`src/rtl/serial_sub_pkg.sv`:
```
// serial_sub_pkg: shared state encoding and width helper for the bit-serial subtractor
package serial_sub_pkg;
  typedef enum logic [1:0] {
    ST_IDLE  = 2'd0,
    ST_SHIFT = 2'd1,
    ST_DONE  = 2'd2
  } state_t;
  // Bits needed to count 0..v-1, never less than one.
  function automatic int clog2(input int v);
    int r;
    for (r = 0; (1 << r) < v; r++) begin
    end
    return (r < 1) ? 1 : r;
  endfunction
endpackage

```
`src/rtl/full_subtractor_cell.sv`:
```
// full_subtractor_cell: one-bit full subtractor, d = a - b - bin with borrow out
//   a, b, bin : minuend bit, subtrahend bit, borrow in
//   d, bout   : difference bit, borrow out
module full_subtractor_cell (
  input  logic a,
  input  logic b,
  input  logic bin,
  output logic d,
  output logic bout
);
  assign d    = a ^ b ^ bin;
  assign bout = (~a & b) | (~(a ^ b) & bin);
endmodule

```
`src/rtl/serial_subtractor.sv`:
```
// serial_subtractor: bit-serial a - b - bin, LSB first, one bit per clock
//   clk, rst_n        : clock, asynchronous active-low reset
//   start, clear      : begin an operation (when not busy), synchronous abort
//   a, b, bin         : operands and borrow-in, captured when start is accepted
//   busy, done        : processing bits, one-cycle result-valid pulse
//   diff, bout, zero  : held result, final borrow out, diff == 0
module serial_subtractor
  import serial_sub_pkg::*;
#(
  parameter int WIDTH = 8
) (
  input  logic             clk,
  input  logic             rst_n,
  input  logic             start,
  input  logic             clear,
  input  logic [WIDTH-1:0] a,
  input  logic [WIDTH-1:0] b,
  input  logic             bin,
  output logic             busy,
  output logic             done,
  output logic [WIDTH-1:0] diff,
  output logic             bout,
  output logic             zero
);
  localparam int CW = clog2(WIDTH);
  state_t           state_q, state_d;
  logic [CW-1:0]    cnt_q, cnt_d;
  logic [WIDTH-1:0] a_q, a_d, b_q, b_d, diff_q, diff_d, shifted;
  // Only WIDTH-1 partial bits are kept; the final bit goes straight into diff.
  logic [WIDTH-2:0] res_q, res_d;
  logic             br_q, br_d, bout_q, bout_d, zero_q, zero_d, d_bit, b_next;

  full_subtractor_cell u_cell (
    .a   (a_q[0]),
    .b   (b_q[0]),
    .bin (br_q),
    .d   (d_bit),
    .bout(b_next)
  );

  assign shifted = {d_bit, res_q};

  always_comb begin
    state_d = state_q;
    cnt_d   = cnt_q;
    a_d     = a_q;
    b_d     = b_q;
    res_d   = res_q;
    br_d    = br_q;
    diff_d  = diff_q;
    bout_d  = bout_q;
    zero_d  = zero_q;
    if (clear) begin
      state_d = ST_IDLE;
      cnt_d   = '0;
      br_d    = 1'b0;
      diff_d  = '0;
      bout_d  = 1'b0;
      zero_d  = 1'b0;
    end else if (start && state_q != ST_SHIFT) begin
      state_d = ST_SHIFT;
      cnt_d   = '0;
      a_d     = a;
      b_d     = b;
      br_d    = bin;
    end else if (state_q == ST_SHIFT) begin
      a_d   = a_q >> 1;
      b_d   = b_q >> 1;
      br_d  = b_next;
      res_d = shifted[WIDTH-1:1];
      cnt_d = cnt_q + CW'(1);
      if (cnt_q == CW'(WIDTH - 1)) begin
        state_d = ST_DONE;
        cnt_d   = cnt_q;
        diff_d  = shifted;
        bout_d  = b_next;
        zero_d  = ~|shifted;
      end
    end else if (state_q == ST_DONE) begin
      state_d = ST_IDLE;
    end
  end

  always_ff @(posedge clk or negedge rst_n) begin
    if (!rst_n) begin
      state_q <= ST_IDLE;
      cnt_q   <= '0;
      a_q     <= '0;
      b_q     <= '0;
      res_q   <= '0;
      br_q    <= 1'b0;
      diff_q  <= '0;
      bout_q  <= 1'b0;
      zero_q  <= 1'b0;
    end else begin
      state_q <= state_d;
      cnt_q   <= cnt_d;
      a_q     <= a_d;
      b_q     <= b_d;
      res_q   <= res_d;
      br_q    <= br_d;
      diff_q  <= diff_d;
      bout_q  <= bout_d;
      zero_q  <= zero_d;
    end
  end

  assign busy = (state_q == ST_SHIFT);
  assign done = (state_q == ST_DONE);
  assign diff = diff_q;
  assign bout = bout_q;
  assign zero = zero_q;
endmodule

```
`config.mk`:
```
export PLATFORM = sky130hd
export DESIGN_NAME = serial_subtractor
export DESIGN_NICKNAME = d
export VERILOG_FILES = /design/src/rtl/serial_sub_pkg.sv /design/src/rtl/full_subtractor_cell.sv /design/src/rtl/serial_subtractor.sv
export SDC_FILE = /design/constraint.sdc
export NUM_CORES = 1
export LEC_CHECK = 0
export CAP_MARGIN = 20
export CORE_MARGIN = 5
export CORE_UTILIZATION = 50
export CTS_BUF_LIST = sky130_fd_sc_hd__clkbuf_4 sky130_fd_sc_hd__clkbuf_8
export DETAILED_ROUTE_END_ITERATION = 8
export PLACE_DENSITY = 0.84
export SYNTH_ARGS = -nofsm -noshare
export SYNTH_HDL_FRONTEND = slang
export SYNTH_SLANG_ARGS = --single-unit
```
`constraint.sdc`:
```
create_clock -name clk -period 2.5 [get_ports clk]
set_clock_uncertainty 0.05 [all_clocks]
set_input_delay 0.5 -clock clk [delete_from_list [all_inputs] [get_ports clk]]
set_output_delay 0.5 -clock clk [all_outputs]
set_load 0.05 [all_outputs]
```
==> impl_metrics.yaml <==
power_and_ir_drop:
  p_seq_share_pct: 54.6
  p_comb_share_pct: 17.2
  power.density_nw_per_um2: 649
  sw_frac_of_total_pct: 28.4
  p_leak_nw: 0.981
  p_int_w: 0.00107
  power_w: 0.00149
  ir_worst_vdd_mv: 0.385
  p_clk_share_pct: 28.2
  power_switching_w: 0.000424
placement:
  placedInstanceArea_sq_um: 2210
  place_hpwl_microns: 2730
  place_congestion: 0.754
  port_buffers: 32
  dp.cells: 241
clocking:
  post_cts_resized: 0
  cts_htree_levels: 2
  clockBufferDepth: 2
  post_cts_buffers: 0
  cts-root-buf: "clkbuf_8"
  cts_tree: "yes"
  ctsHoldBuffers: 0
  clk_pin_slew_ps: 80
  clock_sinks: 39
  cts_buffers: 5
  clk_latency_ps: 290
setup_path:
  regToRegStartpoint: "cnt_q[0]$_DFFE_PN0P_"
  reg2reg_slack_ps: 870
  crit_chain: "clkdlybuf4s50_1"
  r2r_cells: 5
  endpoint_kind: "primary output"
  worstPathArrival_ps: 1460
  r2r-end: "zero$_DFFE_PN0P_"
  crit_slowest_cell: "clkdlybuf4s50_1"
  path_delay_family: "buffers and inverters"
  critPathRequiredTime_ps: 1950
  worstPathMaxFanout: 2
  critical_path_class: "reg2out"
  path_buf_inv: 1
  max_stage_delay_ps: 810
  start_kind: "register"
logic_synthesis:
  ys_warn_count: 0
  syn-instance-count: 170
  avgSynthCellArea_sq_um: 10.9
  yosys-top-cells-area: "dfrtp_1, and3b_1, o2bb2ai_1"
  synth.top_cell.area_share_pct: 52.5
  synth-seq-cells: 39
  ys_seq_area_share_pct: 52.5
  yosysMostFrequentCell: "dfrtp_1"
  synth_top_area_cell: "dfrtp_1"
  synth_edf_count: 0
  yosys-top-cells-count: "dfrtp_1, nand2_1, and3b_1"
  synthFlopType: "dfrtp_1"
  async_flop_share_pct: 100
  synth.net_count: 194
  syn_area_sq_um: 1860
  synth_cell_types: 31
drt:
  drt_wl_total_microns: 3940
  viasPerCell: 5.60
  dr.pass1.iters: 4
  wire_per_inst_microns: 15.8
  post-route-drc-count: 0
  drtIter0Drc: 91
  ant_nets: 0
  vias: 1395
hold_path:
  hold_path.class: "in2async"
floorplanning:
  io-pin-count: 33
  row_count: 22
  die_h_microns: 71.0
  initial_core_util_pct: 51.1
  dieWidth_microns: 71.0
  die-area_sq_um: 5040
  core_sq_um: 3630
global_routing:
  grt_usage_pct: 17.4
  grt_max_degree: 40
  grt_pass1_wl_microns: 6870
  grt.overflow.total: 0
  grt_pass1_vias: 1429
  antenna_found_initial: 0
final_layout:
  nNetsFinal: 224
  num_antenna_cells: 0
  fillers: 290
  area_delta_synth_final_pct: 23.9
  fin_area_sq_um: 2300
  finalNonFillerCells: 249
  drive_gt1_share_pct: 13.4
sta:
  slew_headroom_pct: 42.9
  max_freq_mhz: 497
  fin_tns_setup_ps: 0
  grt_setup_unrepaired: "no"
  final.period_utilization_pct: 80.5
  slew_violations: 0
  setup_viol: 0
  hold_viol: 0
  fin_hold_ws_ps: 266
  fin_crit_ps: 2010
  tightest_slew_ps: 857
job:
  max_cap_violations: 0
outcome:
  run_status: "completed"
-- kinds of logic after synthesis --
group                      share of synthesized area (%)
DFF                                                 52.5
muxes                                               5.93
AOI/OAI and AO/OA                                   16.8
buffers and inverters                               4.51
adders and majority gates                           2.42
xor gates and xnor gates                           0.471
and+or+nand+nor                                     17.3
-- power by group through the flow --
stage                     clock, W  combinational (W)  sequential, W
final                     0.000421           0.000256       0.000816
after floorplan                  0           0.000176       0.000797
after global placement           0           0.000242       0.000813
after detailed placement         0           0.000258       0.000825
after global routing      0.000462           0.000283       0.000831
after CTS                 0.000429           0.000260       0.000814
-- worst max-delay path by stage --
| stage | startpoint | end | slack, ps | cells past startpoint |
|---|---|---|---|---|
| floorplan | state_q[1]$_DFFE_PN0P_ | done | 660 | 2 |
| global placement | clear | a_q[7]$_DFFE_PN0P_ | 460 | 4 |
| detailed placement | clear | a_q[7]$_DFFE_PN0P_ | 420 | 4 |
| CTS | diff[1]$_DFFE_PN0P_ | diff[1] | 470 | 1 |
| global route | bout$_DFFE_PN0P_ | bout | 440 | 1 |
| finish | diff[1]$_DFFE_PN0P_ | diff[1] | 490 | 1 |
-- layout make-up --
type                            count  area (sq um)  share of cell area (%)
Clock buffer                        5          68.8                    2.99
Clock inverter                      3          20.0                   0.870
Inverter                            3          11.3                   0.489
Multi-Input combinational cell    113           798                    34.7
Sequential cell                    39           976                    42.4
Tap cell                           48          60.1                    2.61
Timing Repair Buffer               38           368                    16.0
-- cell usage in the layout (no fill, tap or decap), types with 2 or more instances in the layout --
| cell type | count |
|---|---|
| nor2_1 | 3 |
| o2bb2ai_1 | 14 |
| a22o_1 | 2 |
| clkinvlp_4 | 2 |
| clkbuf_8 | 5 |
| inv_1 | 3 |
| buf_4 | 7 |
| a21oi_1 | 14 |
| a31oi_1 | 14 |
| and3b_1 | 15 |
| nand2_1 | 21 |
| mux2i_1 | 2 |
| nor3_1 | 2 |
| clkdlybuf4s50_1 | 29 |
| dfrtp_1 | 39 |
| ha_1 | 2 |
| nand3_1 | 4 |
| mux2_2 | 8 |
-- flip-flops by register name (all words and copies together), names as in the netlist --
signal / cells
br_q: 1
res_q: 7
cnt_q: 3
state_q: 2
zero: 1
a_q: 8
diff: 8
b_q: 8
bout: 1
-- through the flow --
step / worst slack (ps) / util (%)
after floorplan: 658 / -
after global placement: 461 / 60.9
after detailed placement: 416 / 60.9
after CTS: 473 / 63.4
after global routing: 440 / 63.4
final: 488 / 63.4
-- per-layer routing --
| metal | part of all wire, % | GRT usage [%] | vias to the layer above | wire length (microns) |
|---|---|---|---|---|
| met5 | 0 | 0 | - | 0 |
| li1 | - | - | 676 | - |
| met2 | 50 | 28.1 | 29 | 1970 |
| met4 | 2.2 | 7.52 | 0 | 85 |
| met3 | 3.6 | 4.69 | 6 | 143 |
| met1 | 44 | 22.1 | 684 | 1750 |
Note: power is estimated with default switching activity, not from simulation.
